<file path="src/rtl/regfile_write_arbiter_pkg.sv">
// Shared constants and types for the register-file write arbiter.
package regfile_write_arbiter_pkg;

    localparam int               REG_ADDR_WIDTH = 5;
    localparam int               XLEN           = 32;
    localparam logic [4:0]       REG_ZERO       = 5'd0;

    typedef enum logic {
        ST_HOLD = 1'b0,
        ST_RUN  = 1'b1
    } arb_state_e;

    // Width needed to hold values 0..n-1, never narrower than one bit.
    function automatic int idx_width(input int n);
        return (n <= 2) ? 1 : $clog2(n);
    endfunction

endpackage

</file>
<file path="src/rtl/regfile_write_arbiter_if.sv">
// Requester and write-port bundle of the register-file write arbiter.
interface regfile_write_arbiter_if #(
    parameter int NUM_REQ    = 3,
    parameter int ADDR_WIDTH = 5,
    parameter int DATA_WIDTH = 32
);
    logic [NUM_REQ-1:0]            req_valid;
    logic [NUM_REQ*ADDR_WIDTH-1:0] req_addr;
    logic [NUM_REQ*DATA_WIDTH-1:0] req_data;
    logic                          freeze;
    logic [NUM_REQ-1:0]            req_ready;
    logic                          wr_en;
    logic [ADDR_WIDTH-1:0]         wr_addr;
    logic [DATA_WIDTH-1:0]         wr_data;
    logic                          busy;

    // Requesters and the debug halt drive this side.
    modport master (
        output req_valid, req_addr, req_data, freeze,
        input  req_ready, wr_en, wr_addr, wr_data, busy
    );

    // The arbiter sits on this side.
    modport slave (
        input  req_valid, req_addr, req_data, freeze,
        output req_ready, wr_en, wr_addr, wr_data, busy
    );
endinterface

</file>
<file path="src/rtl/regfile_write_arbiter_rr_priority_picker.sv">
// Combinational round-robin picker: first set request after i_ptr wins.
module rr_priority_picker #(
    parameter int NUM_REQ = 3,
    parameter int PTR_W   = 2
) (
    input  logic [NUM_REQ-1:0] i_req,
    input  logic [PTR_W-1:0]   i_ptr,
    output logic [NUM_REQ-1:0] o_grant
);
    int   w_idx;
    logic w_found;

    // Walk the requests from i_ptr+1 around to i_ptr and grant the first one set.
    always_comb begin
        o_grant = '0;
        w_found = 1'b0;
        w_idx   = 0;
        for (int k = 1; k <= NUM_REQ; k++) begin
            w_idx = (int'(i_ptr) + k) % NUM_REQ;
            if (!w_found && i_req[w_idx]) begin
                o_grant[w_idx] = 1'b1;
                w_found        = 1'b1;
            end
        end
    end
endmodule

</file>
<file path="src/rtl/regfile_write_arbiter.sv">
// Round-robin arbiter sharing the register-file write port among NUM_REQ writers,
// with a post-reset hold window and a registered write port.
module regfile_write_arbiter
    import regfile_write_arbiter_pkg::*;
#(
    parameter int NUM_REQ     = 3,
    parameter int ADDR_WIDTH  = REG_ADDR_WIDTH,
    parameter int DATA_WIDTH  = XLEN,
    parameter int HOLD_CYCLES = 1
) (
    input  logic                    clk,
    input  logic                    rst,
    regfile_write_arbiter_if.slave  bus
);
    localparam int PTR_W = idx_width(NUM_REQ);
    localparam int CNT_W = idx_width(HOLD_CYCLES + 1);

    arb_state_e             r_state;
    arb_state_e             w_state_nxt;
    logic [CNT_W-1:0]       r_hold_cnt;
    logic [CNT_W-1:0]       w_hold_cnt_nxt;
    logic [PTR_W-1:0]       r_ptr;
    logic [NUM_REQ-1:0]     w_pick;
    logic [NUM_REQ-1:0]     w_ready;
    logic                   w_hs;
    logic [PTR_W-1:0]       w_win;
    logic [ADDR_WIDTH-1:0]  w_win_addr;
    logic [DATA_WIDTH-1:0]  w_win_data;
    logic                   r_wr_en;
    logic [ADDR_WIDTH-1:0]  r_wr_addr;
    logic [DATA_WIDTH-1:0]  r_wr_data;

    rr_priority_picker #(
        .NUM_REQ (NUM_REQ),
        .PTR_W   (PTR_W)
    ) u_picker (
        .i_req   (bus.req_valid),
        .i_ptr   (r_ptr),
        .o_grant (w_pick)
    );

    // State and hold counter registers.
    always_ff @(posedge clk or negedge rst) begin
        if (!rst) begin
            r_state    <= ST_HOLD;
            r_hold_cnt <= '0;
        end else begin
            r_state    <= w_state_nxt;
            r_hold_cnt <= w_hold_cnt_nxt;
        end
    end

    // Next state: count out the hold window, then stay in RUN until reset.
    always_comb begin
        w_state_nxt    = r_state;
        w_hold_cnt_nxt = r_hold_cnt;
        unique case (r_state)
            ST_HOLD: begin
                w_hold_cnt_nxt = r_hold_cnt + 1'b1;
                if (r_hold_cnt == CNT_W'(HOLD_CYCLES - 1))
                    w_state_nxt = ST_RUN;
            end
            ST_RUN:  w_state_nxt = ST_RUN;
            default: w_state_nxt = ST_HOLD;
        endcase
    end

    // Grants are only visible in RUN with no debug freeze; freeze acts in the same cycle.
    assign w_ready = (r_state == ST_RUN && !bus.freeze) ? w_pick : '0;
    assign w_hs    = |(bus.req_valid & w_ready);

    // Encode the one-hot grant and select the winner's address and data.
    always_comb begin
        w_win      = '0;
        w_win_addr = '0;
        w_win_data = '0;
        for (int i = 0; i < NUM_REQ; i++) begin
            if (w_ready[i]) begin
                w_win      = PTR_W'(i);
                w_win_addr = bus.req_addr[i*ADDR_WIDTH +: ADDR_WIDTH];
                w_win_data = bus.req_data[i*DATA_WIDTH +: DATA_WIDTH];
            end
        end
    end

    // Round-robin pointer remembers the last winner; it holds when nothing is granted.
    always_ff @(posedge clk or negedge rst) begin
        if (!rst)
            r_ptr <= PTR_W'(NUM_REQ - 1);
        else if (w_hs)
            r_ptr <= w_win;
    end

    // Registered write port; x0 writes are consumed but never enabled.
    always_ff @(posedge clk or negedge rst) begin
        if (!rst) begin
            r_wr_en   <= 1'b0;
            r_wr_addr <= '0;
            r_wr_data <= '0;
        end else begin
            r_wr_en <= w_hs && (w_win_addr != ADDR_WIDTH'(REG_ZERO));
            if (w_hs) begin
                r_wr_addr <= w_win_addr;
                r_wr_data <= w_win_data;
            end
        end
    end

    assign bus.req_ready = w_ready;
    assign bus.wr_en     = r_wr_en;
    assign bus.wr_addr   = r_wr_addr;
    assign bus.wr_data   = r_wr_data;
    assign bus.busy      = (r_state == ST_HOLD);
endmodule

</file>
<file path="src/flat_wrapper.sv">
// flat-port wrapper written by rule: the top's interface ports become plain ports
module regfile_write_arbiter_flat import regfile_write_arbiter_pkg::*;
#(
    parameter int NUM_REQ     = 3,
    parameter int ADDR_WIDTH  = REG_ADDR_WIDTH,
    parameter int DATA_WIDTH  = XLEN,
    parameter int HOLD_CYCLES = 1
)
  (clk, rst, bus_req_valid, bus_req_addr, bus_req_data, bus_freeze, bus_req_ready, bus_wr_en, bus_wr_addr, bus_wr_data, bus_busy);
  regfile_write_arbiter_if #(.NUM_REQ(NUM_REQ), .ADDR_WIDTH(ADDR_WIDTH), .DATA_WIDTH(DATA_WIDTH)) bus_i ();
  input  logic clk;
  input  logic rst;
  input wire logic [$bits(bus_i.req_valid)-1:0] bus_req_valid;
  input wire logic [$bits(bus_i.req_addr)-1:0] bus_req_addr;
  input wire logic [$bits(bus_i.req_data)-1:0] bus_req_data;
  input wire logic [$bits(bus_i.freeze)-1:0] bus_freeze;
  output wire logic [$bits(bus_i.req_ready)-1:0] bus_req_ready;
  output wire logic [$bits(bus_i.wr_en)-1:0] bus_wr_en;
  output wire logic [$bits(bus_i.wr_addr)-1:0] bus_wr_addr;
  output wire logic [$bits(bus_i.wr_data)-1:0] bus_wr_data;
  output wire logic [$bits(bus_i.busy)-1:0] bus_busy;
  assign bus_i.req_valid = bus_req_valid;
  assign bus_i.req_addr = bus_req_addr;
  assign bus_i.req_data = bus_req_data;
  assign bus_i.freeze = bus_freeze;
  assign bus_req_ready = bus_i.req_ready;
  assign bus_wr_en = bus_i.wr_en;
  assign bus_wr_addr = bus_i.wr_addr;
  assign bus_wr_data = bus_i.wr_data;
  assign bus_busy = bus_i.busy;
  regfile_write_arbiter #(.NUM_REQ(NUM_REQ), .ADDR_WIDTH(ADDR_WIDTH), .DATA_WIDTH(DATA_WIDTH), .HOLD_CYCLES(HOLD_CYCLES)) u_core (.clk(clk), .rst(rst), .bus(bus_i));
endmodule
</file>
<file path="config.mk">
export PLATFORM = sky130hd
export DESIGN_NAME = regfile_write_arbiter_flat
export DESIGN_NICKNAME = d
export VERILOG_FILES = /design/src/rtl/regfile_write_arbiter_pkg.sv /design/src/rtl/regfile_write_arbiter_if.sv /design/src/rtl/regfile_write_arbiter_rr_priority_picker.sv /design/src/rtl/regfile_write_arbiter.sv /design/src/flat_wrapper.sv
export SDC_FILE = /design/constraint.sdc
export NUM_CORES = 1
export LEC_CHECK = 0
export ABC_CLOCK_PERIOD_IN_PS = 2700
export BUFFER_PORTS_ARGS = -buffer_cell sky130_fd_sc_hd__buf_4
export CAP_MARGIN = 0
export CORE_AREA = 2 2 86 88
export CTS_BUF_LIST = sky130_fd_sc_hd__clkbuf_2
export DETAILED_ROUTE_END_ITERATION = 8
export DIE_AREA = 0 0 88 90
export GPL_ROUTABILITY_DRIVEN = 1
export PLACE_DENSITY_LB_ADDON = 0.3
export SLEW_MARGIN = 10
export SYNTH_ARGS = -nofsm -noshare
export SYNTH_HDL_FRONTEND = slang
export SYNTH_SLANG_ARGS = --single-unit
</file>
<file path="constraint.sdc">
create_clock -name clk -period 2.7 [get_ports clk]
set_clock_uncertainty 0.1 [all_clocks]
set_input_delay 0.27 -clock clk [delete_from_list [all_inputs] [get_ports clk]]
set_output_delay 0.27 -clock clk [all_outputs]
set_load 0.02 [all_outputs]
</file>
==> reports/summary.txt <==
Initial DRC Count: 165
Synth Area per Inst: 8.86 um^2
Worst-margin pin slew: 0.534 ns
Hold Path End: u_core.bus.wr_addr[3]$_DFFE_PN0P_
Number of synthesized register bits: 42
WHS: 0.0278 ns
Met1 Use GR: 0.320
GR peak layer: met2
Peak Freq: 349 MHz
Fillers: 530
YS warnings: 0
Share of layout cells above drive strength 1: 0.553
Post-synth top area share: 0.367
N_diodes: 0
Via count of the first global-routing pass: 3243
CTS H-tree depth: 2
Distinct cells, synth: 47
First-pass GRT wire length: 15700 um
Top cells by count, synth: dfrtp_1 (41), a21oi_1 (40), nor2_1 (40)
Clk slew on worst S/H paths: 0.20 ns
Yosys top cell by area: dfrtp_1
Result of the run: complete, but fails checks
Total iterations of the first detailed-routing run: 5
FF-to-FF Start: u_core.r_ptr[1]$_DFFE_PN1P_
Number of enable flip-flop cells after synthesis: 0
Max-Cap Viols: 0
Static Leak: 2.44 nW
Starting density of the core: 0.399
Arr. time, crit path: 3.08 ns
CP Launch Type: flop
RePlAce Congestion: 0.844
Clock sinks: 42
Most common cell in the synthesized netlist: dfrtp_1
Drt wl/cell: 18.2 um
Met2 Track Usage GR: 0.410
Worst Path Max Fanout: 5
RSZ-0062 raised after global routing: true
Mapped Cells: 316
Max-slew violations: 0
Sequential area share after synthesis: 0.376
Crit end category: flop
Worst EP required: 2.91 ns
Grt met3 use: 0.0560
Clk root buf: clkbuf_2
Die Y: 90 um
Via count: 3368
Count of final setup violators: 42
R2r setup slk: -0.16 ns
CTS Buffer Depth: 2
Worst skew pair latency: 0.39 ns
I/O pin cnt: 159
Mapped Nets: 437
Critical path class: reg2reg
Post-Route WL: 10900 um
Post-Syn Area: 0.00280 mm^2
Worst R2R End: u_core.bus.wr_data[28]$_DFFE_PN0P_
Synth top area cells: dfrtp_1 (37%), a21o_1 (8.6%), a211oi_2 (7.6%)
HP Start: bus_req_addr[3]
Rel. slew slack: 0.644
Area grow syn2layout: 75.9%
Final Total Pwr: 5.56 mW
DR vias/cell: 5.59
Worst hold stages: 3
Max VDD drop: 0.563 mV
Initial antenna violation count: 0
FP Rows: 31
GRT overflow: 0
Nets: 624
CTS tree: built
Die footprint: 0.00792 mm^2
Period utilization: 1.06
Power density cells: 1130 mW/mm^2
Post-DP HPWL: 6910 um
Final worst setup slack: -0.163 ns
Failing checks: setup timing
Post-route ant nets: 0
Final Hold Fails: 0
# port buffers: 158
# DRC: 0
Ys flop type: dfrtp_1
Largest net degree at the start of global routing: 43
Fin crit period: 2.86 ns
Fin util: 0.701
GR Util All Layers: 0.248
Worst min-delay path class: in2reg
Share of synthesized registers carrying an async set or reset: 1.00
Total CTS buffers: 5
Die width: 88 um
Worst r2r path cells: 13
Core Area: 0.00702 mm^2
registers in the layout, summed over array words and instances, names as in the netlist:
register            count
u_core.bus.wr_en        1
u_core.r_hold_cnt       1
u_core.bus.wr_addr      5
u_core.r_state          1
u_core.r_ptr            2
u_core.bus.wr_data     32
worst max-delay path, cell delays in order, from the launching register on:
cell       delay (ns)
dfstp_2          0.63
buf_12           0.11
ha_4             0.20
buf_6            0.13
buf_6            0.11
o22a_4           0.21
a41oi_4          0.23
inv_2            0.08
buf_6            0.14
a221oi_4         0.29
buf_6            0.19
clkbuf_16        0.15
a211oi_2         0.04
a21o_1           0.16
through the flow:
step	std cells	cell area, um^2	setup TNS [ns]	worst slack [ns]
final	602	4920	-3.78	-0.163
after global routing	602	4920	-6.78	-0.236
after CTS	596	4660	-4.25	-0.158
after detailed placement	571	4230	-3.53	-0.162
after global placement	571	4230	-1.11	-0.0817
after floorplan	316	2800	0	0.0433
cell usage in the layout, fill, tap and decap left out, drive strengths merged, types with 2 or more instances in the layout:
cell type and count:
dfrtp 41, nor2 40, a21o 32, a31oi 5, nor2b 4, a21oi 41, nand3 32, o21ai 4
a222oi 3, or2 2, inv 7, nand2 7, mux2i 2, o22ai 2, nand2b 6, ha 4
a41oi 2, a211oi 34, buf 206, clkbuf 7
layout make-up:
type	count	area, um^2	area share
multi-input combinational	238	1850	0.376
timing repair buffer	209	1810	0.368
sequential	42	1050	0.214
tap	99	124	0.0252
clock inverter	2	33.8	0.00686
inverter	7	28.8	0.00584
clock buffer	5	25.0	0.00508
metal layers:
layer | wire length (um) | vias to the layer above
met5 | 0 | -
met4 | 228 | 0
met3 | 879 | 18
met2 | 5550 | 173
met1 | 4280 | 1635
li1 | - | 1542
worst max path at each step:
stage / start / end / slack, ns / cells past startpoint
2_1_floorplan: u_core.r_ptr[1]$_DFFE_PN1P_ / u_core.bus.wr_data[10]$_DFFE_PN0P_ / 0.04 / 11
3_3_place_gp: u_core.r_ptr[1]$_DFFE_PN1P_ / u_core.bus.wr_data[1]$_DFFE_PN0P_ / -0.08 / 12
3_5_place_dp: u_core.r_ptr[1]$_DFFE_PN1P_ / u_core.bus.wr_data[2]$_DFFE_PN0P_ / -0.16 / 9
4_1_cts: u_core.r_ptr[1]$_DFFE_PN1P_ / bus_req_ready[1] / -0.16 / 8
5_1_grt: u_core.r_ptr[1]$_DFFE_PN1P_ / bus_req_ready[0] / -0.24 / 8
6_report: u_core.r_ptr[1]$_DFFE_PN1P_ / u_core.bus.wr_data[28]$_DFFE_PN0P_ / -0.16 / 13
what timing repair did:
| item | in CTS | in global routing |
|---|---|---|
| pin swaps | 12 | 25 |
| setup endpoints to repair | 43 | 43 |
| hold buffers | 1 | 0 |
| buffers inserted | 14 | 6 |
| hold endpoints to repair | 41 | 0 |
| resized for setup | 37 | 38 |
| cloned | 3 | 2 |
cell families after synthesis:
group / count (synthesis) / share of synthesized area
compound gates: 131 / 0.354
simple gates: 100 / 0.173
flops: 42 / 0.376
buf+inv: 36 / 0.0684
fa+ha+maj: 4 / 0.0179
mux: 2 / 0.00715
xor+xnor: 1 / 0.00313
power breakdown:
| group | switching, mW | total, mW | internal, mW |
|---|---|---|---|
| Clock | 0.205 | 0.354 | 0.149 |
| Combinational | 2.16 | 4.23 | 2.07 |
| Sequential | 0.125 | 0.977 | 0.852 |
| Total | 2.49 | 5.56 | 3.07 |
No activity file was read; power rests on OpenSTA's default activity.
